===== config.mk =====
export PLATFORM = sky130hd
export DESIGN_NAME = register_file_mp_flat
export DESIGN_NICKNAME = d
export VERILOG_FILES = /design/src/rtl/register_file_mp_pkg.sv /design/src/rtl/register_file_mp_if.sv /design/src/rtl/register_file_mp_scoreboard.sv /design/src/rtl/register_file_mp.sv /design/src/flat_wrapper.sv
export SDC_FILE = /design/constraint.sdc
export NUM_CORES = 2
export LEC_CHECK = 0
export CAP_MARGIN = 10
export CORE_MARGIN = 2
export CORE_UTILIZATION = 50
export DETAILED_ROUTE_END_ITERATION = 7
export PLACE_DENSITY_LB_ADDON = 0.25
export SETUP_SLACK_MARGIN = 0.15
export SLEW_MARGIN = 30
export SYNTH_ARGS = -nofsm -noshare
export SYNTH_HDL_FRONTEND = slang
export SYNTH_HIERARCHICAL = 1
export SYNTH_SLANG_ARGS = --single-unit

===== constraint.sdc =====
create_clock -name clk -period 4.6 [get_ports clk]
set_input_delay 1.15 -clock clk [delete_from_list [all_inputs] [get_ports clk]]
set_output_delay 1.15 -clock clk [all_outputs]
set_load 0.01 [all_outputs]

===== src/rtl/register_file_mp_pkg.sv =====
// Shared defaults, datapath typedefs and address helper for the register file.
package regfile_pkg;

  localparam int DATA_W_DEF   = 32;
  localparam int NUM_REGS_DEF = 32;
  localparam int NUM_RD_DEF   = 2;
  localparam int ZERO_REG_DEF = 1;
  localparam int BYPASS_DEF   = 1;
  localparam int ADDR_W_DEF   = $clog2(NUM_REGS_DEF);

  typedef logic [DATA_W_DEF-1:0] data_t;
  typedef logic [ADDR_W_DEF-1:0] addr_t;

  // An address can hold a value only if it exists and is not the hardwired zero register.
  function automatic logic addr_writable(input int a, input int nregs, input int zero_reg);
    return (a < nregs) && !((zero_reg != 0) && (a == 0));
  endfunction

endpackage


===== src/rtl/register_file_mp_if.sv =====
// Decode/writeback bus of the register file: read ports, two write ports, reservations.
interface register_file_mp_if
  import regfile_pkg::*;
#(
  parameter int DATA_W   = DATA_W_DEF,
  parameter int NUM_REGS = NUM_REGS_DEF,
  parameter int NUM_RD   = NUM_RD_DEF
);
  localparam int ADDR_W = $clog2(NUM_REGS);

  logic [NUM_RD*ADDR_W-1:0] rd_addr;
  logic [NUM_RD*DATA_W-1:0] rd_data;
  logic [NUM_RD-1:0]        rd_busy;
  logic                     wa_en;
  logic [ADDR_W-1:0]        wa_addr;
  logic [DATA_W-1:0]        wa_data;
  logic                     wb_en;
  logic [ADDR_W-1:0]        wb_addr;
  logic [DATA_W-1:0]        wb_data;
  logic                     wr_conflict;
  logic                     rsv_en;
  logic [ADDR_W-1:0]        rsv_addr;
  logic                     rsv_ok;
  logic [NUM_REGS-1:0]      busy_vec;

  modport master (
    output rd_addr, wa_en, wa_addr, wa_data, wb_en, wb_addr, wb_data, rsv_en, rsv_addr,
    input  rd_data, rd_busy, wr_conflict, rsv_ok, busy_vec
  );

  modport slave (
    input  rd_addr, wa_en, wa_addr, wa_data, wb_en, wb_addr, wb_data, rsv_en, rsv_addr,
    output rd_data, rd_busy, wr_conflict, rsv_ok, busy_vec
  );

endinterface


===== src/rtl/register_file_mp_scoreboard.sv =====
// Per-register busy tracking: reservations set, committed writebacks clear, reserve wins a tie.
module regfile_scoreboard
  import regfile_pkg::*;
#(
  parameter int NUM_REGS = NUM_REGS_DEF,
  parameter int NUM_RD   = NUM_RD_DEF,
  parameter int ZERO_REG = ZERO_REG_DEF,
  parameter int BYPASS   = BYPASS_DEF,
  parameter int ADDR_W   = $clog2(NUM_REGS)
) (
  input  logic                     clk,
  input  logic                     rst_n,
  input  logic [NUM_RD*ADDR_W-1:0] rd_addr,
  input  logic                     rsv_en,
  input  logic [ADDR_W-1:0]        rsv_addr,
  input  logic                     commit_a,
  input  logic [ADDR_W-1:0]        commit_a_addr,
  input  logic                     commit_b,
  input  logic [ADDR_W-1:0]        commit_b_addr,
  output logic                     rsv_ok,
  output logic [NUM_RD-1:0]        rd_busy,
  output logic [NUM_REGS-1:0]      busy_vec
);
  localparam int DEPTH = 1 << ADDR_W;

  logic [NUM_REGS-1:0] busy_q;
  logic [NUM_REGS-1:0] busy_d;
  // Padded to the full address space so out-of-range addresses read as not busy.
  logic [DEPTH-1:0]    busy_ext;
  logic                rsv_take;

  function automatic logic wr_hit(input logic [ADDR_W-1:0] a, input logic ca,
                                  input logic [ADDR_W-1:0] caa, input logic cb,
                                  input logic [ADDR_W-1:0] cba);
    return (ca && (caa == a)) || (cb && (cba == a));
  endfunction

  assign busy_ext = DEPTH'(busy_q);
  assign busy_vec = busy_q;

  // Held high in reset; otherwise a free register, or one being written back this cycle.
  assign rsv_ok = !rst_n ||
                  ((int'(rsv_addr) < NUM_REGS) &&
                   (!busy_ext[rsv_addr] ||
                    wr_hit(rsv_addr, commit_a, commit_a_addr, commit_b, commit_b_addr)));

  // The zero register accepts a reservation but never records it.
  assign rsv_take = rst_n && rsv_en && rsv_ok &&
                    addr_writable(int'(rsv_addr), NUM_REGS, ZERO_REG);

  // Next busy vector: clear on writeback, then set on reservation so a new producer wins.
  always_comb begin
    busy_d = busy_q;
    for (int r = 0; r < NUM_REGS; r++) begin
      if (wr_hit(ADDR_W'(r), commit_a, commit_a_addr, commit_b, commit_b_addr))
        busy_d[r] = 1'b0;
      if (rsv_take && (rsv_addr == ADDR_W'(r)))
        busy_d[r] = 1'b1;
    end
  end

  // Busy vector register.
  always_ff @(posedge clk or negedge rst_n) begin
    if (!rst_n) busy_q <= '0;
    else        busy_q <= busy_d;
  end

  for (genvar gi = 0; gi < NUM_RD; gi++) begin : g_rd_busy
    logic [ADDR_W-1:0] a;
    assign a = rd_addr[gi*ADDR_W +: ADDR_W];
    assign rd_busy[gi] = busy_ext[a] &&
                         !((BYPASS != 0) &&
                           wr_hit(a, commit_a, commit_a_addr, commit_b, commit_b_addr));
  end

endmodule


===== src/rtl/register_file_mp.sv =====
// Multi-port register file: storage, A-over-B write priority, read ports with optional bypass.
module register_file_mp
  import regfile_pkg::*;
#(
  parameter int DATA_W   = DATA_W_DEF,
  parameter int NUM_REGS = NUM_REGS_DEF,
  parameter int NUM_RD   = NUM_RD_DEF,
  parameter int ZERO_REG = ZERO_REG_DEF,
  parameter int BYPASS   = BYPASS_DEF
) (
  input logic               clk,
  input logic               rst_n,
  register_file_mp_if.slave bus
);
  localparam int ADDR_W = $clog2(NUM_REGS);

  logic [DATA_W-1:0] mem_q [NUM_REGS];
  logic              commit_a;
  logic              commit_b;
  logic              same_addr;

  assign same_addr = (bus.wa_addr == bus.wb_addr);
  assign commit_a  = rst_n && bus.wa_en &&
                     addr_writable(int'(bus.wa_addr), NUM_REGS, ZERO_REG);
  assign commit_b  = rst_n && bus.wb_en &&
                     addr_writable(int'(bus.wb_addr), NUM_REGS, ZERO_REG) &&
                     !(commit_a && same_addr);
  assign bus.wr_conflict = commit_a && bus.wb_en && same_addr;

  // Storage update; port A takes the register when both ports target it.
  always_ff @(posedge clk or negedge rst_n) begin
    if (!rst_n) begin
      for (int r = 0; r < NUM_REGS; r++) mem_q[r] <= '0;
    end else begin
      for (int r = 0; r < NUM_REGS; r++) begin
        if (commit_a && (bus.wa_addr == ADDR_W'(r)))      mem_q[r] <= bus.wa_data;
        else if (commit_b && (bus.wb_addr == ADDR_W'(r))) mem_q[r] <= bus.wb_data;
      end
    end
  end

  for (genvar gi = 0; gi < NUM_RD; gi++) begin : g_rd
    logic [ADDR_W-1:0] a;
    logic [DATA_W-1:0] val;
    assign a = bus.rd_addr[gi*ADDR_W +: ADDR_W];

    // Read mux: zero for non-storage addresses, else stored value with optional forwarding.
    always_comb begin
      val = '0;
      if (addr_writable(int'(a), NUM_REGS, ZERO_REG)) begin
        val = mem_q[a];
        if (BYPASS != 0) begin
          if (commit_b && (bus.wb_addr == a)) val = bus.wb_data;
          if (commit_a && (bus.wa_addr == a)) val = bus.wa_data;
        end
      end
    end

    assign bus.rd_data[gi*DATA_W +: DATA_W] = val;
  end

  regfile_scoreboard #(
    .NUM_REGS (NUM_REGS),
    .NUM_RD   (NUM_RD),
    .ZERO_REG (ZERO_REG),
    .BYPASS   (BYPASS),
    .ADDR_W   (ADDR_W)
  ) u_scoreboard (
    .clk           (clk),
    .rst_n         (rst_n),
    .rd_addr       (bus.rd_addr),
    .rsv_en        (bus.rsv_en),
    .rsv_addr      (bus.rsv_addr),
    .commit_a      (commit_a),
    .commit_a_addr (bus.wa_addr),
    .commit_b      (commit_b),
    .commit_b_addr (bus.wb_addr),
    .rsv_ok        (bus.rsv_ok),
    .rd_busy       (bus.rd_busy),
    .busy_vec      (bus.busy_vec)
  );

endmodule


===== src/flat_wrapper.sv =====
// flat-port wrapper written by rule: the top's interface ports become plain ports
module register_file_mp_flat import regfile_pkg::*;
#(
  parameter int DATA_W   = DATA_W_DEF,
  parameter int NUM_REGS = NUM_REGS_DEF,
  parameter int NUM_RD   = NUM_RD_DEF,
  parameter int ZERO_REG = ZERO_REG_DEF,
  parameter int BYPASS   = BYPASS_DEF
)
  (clk, rst_n, bus_rd_addr, bus_wa_en, bus_wa_addr, bus_wa_data, bus_wb_en, bus_wb_addr, bus_wb_data, bus_rsv_en, bus_rsv_addr, bus_rd_data, bus_rd_busy, bus_wr_conflict, bus_rsv_ok, bus_busy_vec);
  register_file_mp_if #(.DATA_W(DATA_W), .NUM_REGS(NUM_REGS), .NUM_RD(NUM_RD)) bus_i ();
  input logic clk;
  input logic rst_n;
  input wire logic [$bits(bus_i.rd_addr)-1:0] bus_rd_addr;
  input wire logic [$bits(bus_i.wa_en)-1:0] bus_wa_en;
  input wire logic [$bits(bus_i.wa_addr)-1:0] bus_wa_addr;
  input wire logic [$bits(bus_i.wa_data)-1:0] bus_wa_data;
  input wire logic [$bits(bus_i.wb_en)-1:0] bus_wb_en;
  input wire logic [$bits(bus_i.wb_addr)-1:0] bus_wb_addr;
  input wire logic [$bits(bus_i.wb_data)-1:0] bus_wb_data;
  input wire logic [$bits(bus_i.rsv_en)-1:0] bus_rsv_en;
  input wire logic [$bits(bus_i.rsv_addr)-1:0] bus_rsv_addr;
  output wire logic [$bits(bus_i.rd_data)-1:0] bus_rd_data;
  output wire logic [$bits(bus_i.rd_busy)-1:0] bus_rd_busy;
  output wire logic [$bits(bus_i.wr_conflict)-1:0] bus_wr_conflict;
  output wire logic [$bits(bus_i.rsv_ok)-1:0] bus_rsv_ok;
  output wire logic [$bits(bus_i.busy_vec)-1:0] bus_busy_vec;
  assign bus_i.rd_addr = bus_rd_addr;
  assign bus_i.wa_en = bus_wa_en;
  assign bus_i.wa_addr = bus_wa_addr;
  assign bus_i.wa_data = bus_wa_data;
  assign bus_i.wb_en = bus_wb_en;
  assign bus_i.wb_addr = bus_wb_addr;
  assign bus_i.wb_data = bus_wb_data;
  assign bus_i.rsv_en = bus_rsv_en;
  assign bus_i.rsv_addr = bus_rsv_addr;
  assign bus_rd_data = bus_i.rd_data;
  assign bus_rd_busy = bus_i.rd_busy;
  assign bus_wr_conflict = bus_i.wr_conflict;
  assign bus_rsv_ok = bus_i.rsv_ok;
  assign bus_busy_vec = bus_i.busy_vec;
  register_file_mp #(.DATA_W(DATA_W), .NUM_REGS(NUM_REGS), .NUM_RD(NUM_RD), .ZERO_REG(ZERO_REG), .BYPASS(BYPASS)) u_core (.clk(clk), .rst_n(rst_n), .bus(bus_i));
endmodule

# [After elaboration in Yosys (flattened, before gate mapping)]
# Index checks and enable logic that the tools add are counted.
[word_totals] register_bits=1056 inputBits=94 ramBits=0 rom_bits=0 latchBits=0 n_memories=0
[classes] n_eq_ne=100 n_reduce_logical=232 addsub=0 div=0 mux=146 bitwise=2 n_lt_le_gt_ge=5 multipliers=0 n_shift=0
[op_table] op="two-way mux 32 bit" count=74
[op_table] op="binary-select mux 32 bit (select 5 bit)" count=2
[op_table] op="equality test 5 bit (second input constant)" count=48
[op_table] op="nonzero test 2 bit" count=64
[op_table] op="equality test 5 x 4 -> 1 bit (second input constant)" count=24
[op_table] op="logical AND 1 bit" count=115
[op_table] op="two-way mux 1 bit" count=67
[op_table] op="equality test 5 x 3 -> 1 bit (second input constant)" count=12
[op_table] op="zero test 5 bit" count=8
[op_table] op="logical OR 1 bit" count=37
[op_table] op="equality test 5 bit" count=7
[op_table] op="equality test 5 x 2 -> 1 bit (second input constant)" count=6
[op_table] op="< comparator 5 x 6 -> 1 bit (second input constant)" count=3
[op_table] op="binary-select mux 1 bit (select 5 bit)" count=3
[op_table] op="equality test 5 x 1 -> 1 bit (second input constant)" count=3
[op_table] op="greater-or-equal comparator 6 bit (second input constant)" count=2
[op_table] op="inverter 5 -> 6 bit" count=2
[op_table] op="zero test 1 bit" count=8

# [Longest topological paths before layout]
[depth] depth_word=14 depth_mapped=11

# [Modules after synthesis]
# The synthesis kept the hierarchy.
[by_module_without_submodules] mod="register_file_mp" cells_each=4920 instances=1 area_each_um2=67337.1
[by_module_without_submodules] mod="regfile_scoreboard" cells_each=296 instances=1 area_each_um2=2919.0

# [Worst setup path before layout]
# OpenSTA, ideal clock, no wires.
[synth_path] path_kind="input-to-output" start="in bus_wa_addr[0]" end="out bus_rd_data[11]" path_stages=10 path_slack_ps=230 t_arrival_ps=3220 required_time_ps=3450 path_cell_list="buf_2 xnor2_1 nand3_1 or4_4 buf_8 and4_1 clkbuf_1 a211o_1 buf_2 o21ai_0"
[synth_via] elab_chain_cells=10 elab_cells_between_ends=13 cone_classes="eq/ne: 2; mux: 3; reduce/logical: 8"
[synth_lines] element="start, declared" line_no="flat_wrapper.sv:16" source="input wire logic [$bits(bus_i.wa_addr)-1:0] bus_wa_addr;"
[synth_lines] element="zero test 5 bit" line_no="register_file_mp_pkg.sv:16" source="return (a < nregs) && !((zero_reg != 0) && (a == 0));"
[synth_lines] element="zero test 1 bit" line_no="register_file_mp_pkg.sv:16"
[synth_lines] element="logical AND 1 bit" line_no="register_file_mp.sv:23" source="assign commit_a = rst_n && bus.wa_en &&"
[synth_lines] element="logical AND 1 bit" line_no="register_file_mp.sv:27" source="!(commit_a && same_addr);"
[synth_lines] element="zero test 1 bit" line_no="register_file_mp.sv:27"
[synth_lines] element="logical AND 1 bit" line_no="register_file_mp.sv:26" source="addr_writable(int'(bus.wb_addr), NUM_REGS, ZERO_REG) &&"
[synth_lines] element="logical AND 1 bit" line_no="register_file_mp.sv:53" source="if (commit_b && (bus.wb_addr == a)) val = bus.wb_data;"
[synth_lines] element="two-way mux 32 bit" line_no="register_file_mp.sv:53"
[synth_lines] element="two-way mux 32 bit *" line_no="register_file_mp.sv:54" source="if (commit_a && (bus.wa_addr == a)) val = bus.wa_data;"
[synth_lines] element="two-way mux 32 bit *" line_no="register_file_mp.sv:50" source="if (addr_writable(int'(a), NUM_REGS, ZERO_REG)) begin"
[synth_lines] element="end, declared" line_no="flat_wrapper.sv:23" source="output wire logic [$bits(bus_i.rd_data)-1:0] bus_rd_data;"
# Every way passes the cells marked *; elsewhere a longest branch is shown, timed or not.

# [Worst setup path in the final report]
[layout_path] start="in bus_wa_addr[0]" end="out bus_rd_data[19]"
# The elaborated chain is that of the path after synthesis.

==> impl_metrics.toml <==
[drt]
vias = 52207
dr.pass1.iters = 6
antenna_left = 0
drc = 0
viasPerCell = 7.02
wire_per_inst_um = 36.3
drt_iter0_drc = 5792
routed_wirelength_um = 270000

[placed_design]
dp_hpwl_um = 161000
port_buffers = 193
globalplace.congestion = 0.910

[worst_setup_path]
crit_fanout = 6
cp_slowest_cell = "or4_4"
cp-end-kind = "output pin"
rr_endpoint = "u_core/u_scoreboard/busy_vec[1]$_DFFE_PN0P_"
crit_path_start = "bus_wa_addr[0]"
path_class = "primary input to output pin"
r2r-start = "u_core/u_scoreboard/busy_vec[10]$_DFFE_PN0P_"
endpoint = "bus_rd_data[19]"
startpoint_type = "primary input"
crit_top_cell = "buf_12"
reg2regPathDepth = 6
path_cells = "buf_8 -> xnor2_2 -> nand3_1 -> or4_4 -> buf_12 -> and4_4 -> a211o_4 -> buf_12 -> buf_16 -> buf_6 -> o21ai_2 -> buf_2"
critical_path.max_stage_delay_ns = 0.57
cp.arrival_ns = 3.48
r2r_slack_ns = 2.46
cp.required_ns = 3.45

[sta]
period_share_pct = 101
fin_crit_ns = 4.63
whs_ns = 0.394
rsz0062_at_grt = "true"
tightest_slew_ns = 0.914
finalHoldViolCount = 0
slew_headroom_pct = 39.1
finalSetupViolations = 7
fin_skew_ns = 0.0115
fin_ws_ns = -0.0312
finalMaxSlewViolations = 0
fmax_mhz = 216

[die]
die-area_sq_um = 144000
start_util_pct = 50.4
ios = 194
coreArea_sq_um = 140000
chipHeight_um = 379
num_rows = 137
die_x_um = 379

[synthesis]
ys.flop_type = "dfrtp_1"
synth_edf_count = 0
synth_compound_area_share_pct = 4.72
ys_types = 63
synth_top_family_by_area = "multiplexers"
synth_warnings = 6
synth-seq-cells = 1056
synth-simple-area-share_pct = 2.79
synth_xor_area_share_pct = 0.686
yosys.area_share.adder_pct = 0
yosysSeqAreaShare_pct = 37.6
syn_area_per_cell_sq_um = 13.5
synthesis.nets = 5310
netlist_instances = 5216
yosys-mux-area-fraction_pct = 49.9
syn-cell-area_sq_um = 70300
async_reset_ff_share_pct = 100

[status]
violations = "negative setup slack"
status = "complete, but fails checks"

[grt]
grt_pass1_vias = 52946
grt_max_degree = 177
antenna_found_initial = 6
grt-ovfl-total = 0
grt.total_usage_pct = 37.7
grt_pass1_wl_um = 388000

[clock_network]
path_clk_slew_ns = 0.06
cts_made_buffers = 116
h-tree-depth = 3
cts-hold-fix-buffers = 0
cts_tree = "done"
cts_buffer_depth = 3
clk_latency_ns = 0.76
cts_root_buffer = "clkbuf_16"
clock_sinks = 1056

[hold_path]
min_path_type = "flip-flop to flip-flop"

[cells_and_area]
fillCellCount = 10925
nets = 5555
final_common_cell = "mux2_2"
final_cell_mix = "mux2_2, dfrtp_1, mux4_2"
postLayoutCoreUtil_pct = 59.5
synthToLayoutAreaGrowth_pct = 18.2
drive_gt1_share_pct = 62.2

[power]
powerDensity_nw_per_um2 = 362
leakage_nw = 34.1
ir_drop_mv = 0.310

[run]
maxCapViolations = 0
==> through the flow <==
step | setup WS (ns) | TNS (ns) | power [mW] | std cells | instance area (sq um)
after global placement | -0.881 | -51.76 | 20.3 | 7154 | 77900
after CTS | 0.00313 | 0 | 30.0 | 7419 | 82700
final | -0.0312 | -0.0894 | 30.0 | 7437 | 83000
after floorplan | 0.230 | 0 | 17.7 | 5216 | 70300
after detailed placement | -0.897 | -53.16 | 20.6 | 7154 | 77900
after global routing | -0.0638 | -0.574 | 31.2 | 7432 | 83000
==> worst min-delay path by stage <==
| stage | startpoint | endpoint | slack [ns] | cells after the start |
|---|---|---|---|---|
| finish | u_core/mem_q[1009]$_DFFE_PN0P_ | u_core/mem_q[1009]$_DFFE_PN0P_ | 0.39 | 0 |
| CTS | u_core/mem_q[1002]$_DFFE_PN0P_ | u_core/mem_q[1002]$_DFFE_PN0P_ | 0.40 | 0 |
| detailed placement | u_core/mem_q[1002]$_DFFE_PN0P_ | u_core/mem_q[1002]$_DFFE_PN0P_ | 0.38 | 0 |
| global placement | u_core/mem_q[1022]$_DFFE_PN0P_ | u_core/mem_q[1022]$_DFFE_PN0P_ | 0.38 | 0 |
| global route | u_core/mem_q[1009]$_DFFE_PN0P_ | u_core/mem_q[1009]$_DFFE_PN0P_ | 0.41 | 0 |
| floorplan | u_core/mem_q[1000]$_DFFE_PN0P_ | u_core/mem_q[1000]$_DFFE_PN0P_ | 0.44 | 1 |
==> layer usage <==
metal | vias to the layer above | GRT usage, % | part of all wire (%)
met1 | 27355 | 48.5 | 37
met4 | 10 | 24.6 | 7.8
li1 | 20642 | - | -
met5 | - | 0 | 0.026
met2 | 3224 | 56.3 | 44
met3 | 976 | 9.90 | 10
==> logic make-up (layout without fill, tap and decap cells) <==
family                 Yosys count  in the layout
multiplexers                  2571           2571
AO/OA/AOI/OAI                  490            490
flip-flops                    1056           1056
other                            0              5
buffers and inverters          667           1007
XOR/XNOR                        55             55
AND/OR/NAND/NOR                377            377
==> flip-flops by register name (all words and copies together) (netlist names) <==
register                      count
u_core/mem_q                   1024
u_core/u_scoreboard/busy_vec     32
==> cells in the mapped netlist (12+ instances only) <==
| master | n | area share (%) |
|---|---|---|
| a22oi_1 | 85 | 0.91 |
| buf_1 | 21 | 0.11 |
| buf_2 | 107 | 0.76 |
| buf_4 | 76 | 0.81 |
| clkbuf_1 | 448 | 2.4 |
| dfrtp_1 | 1056 | 38 |
| mux2_1 | 76 | 1.2 |
| mux2_2 | 1848 | 30 |
| mux2_4 | 30 | 0.64 |
| mux2i_1 | 77 | 1.1 |
| mux4_2 | 540 | 17 |
| nand2_1 | 150 | 0.80 |
| nand3_1 | 23 | 0.16 |
| nand3b_1 | 12 | 0.13 |
| nor2_1 | 38 | 0.20 |
| nor2b_1 | 13 | 0.12 |
| nor3_1 | 74 | 0.53 |
| o21ai_0 | 96 | 0.68 |
| o21ai_1 | 33 | 0.24 |
| o22ai_1 | 186 | 1.7 |
| o22ai_2 | 17 | 0.30 |
| o31ai_1 | 31 | 0.33 |
| xnor2_1 | 25 | 0.31 |
| xor2_1 | 30 | 0.37 |
==> critical path, delay by kind of cell <==
kind                      cells  cell delay, ns
AOI/OAI and AO/OA             2            0.47
buffers and inverters         6            0.80
and+or+nand+nor               3            0.88
xor gates and xnor gates      1            0.15
==> layout make-up <==
class                           instances  area (sq um)  share of cell area [%]
Antenna cell                            5          12.5                  0.0151
Clock buffer                          174          3420                    4.12
Clock inverter                         39           317                   0.381
Inverter                                6          22.5                  0.0271
Multi-Input combinational cell       3493         41600                    50.1
Sequential cell                      1056         26400                    31.8
Tap cell                             1876          2350                    2.83
Timing Repair Buffer                  788          8840                    10.7
==> timing repair <==
action                                  CTS  global route
pin swaps                                47            22
endpoints found under the setup margin   68            65
gates resized for setup                 468            60
setup buffers                            38            10
gates cloned                             14             0
==> report_power, final <==
part	leakage (nW)	total [mW]	switching (mW)	internal (mW)
registers	13.6	12.9	1.58	11.3
logic	18.6	7.75	3.12	4.63
clock network	1.85	9.39	4.11	5.28
Power figures use the tool's default switching activity.
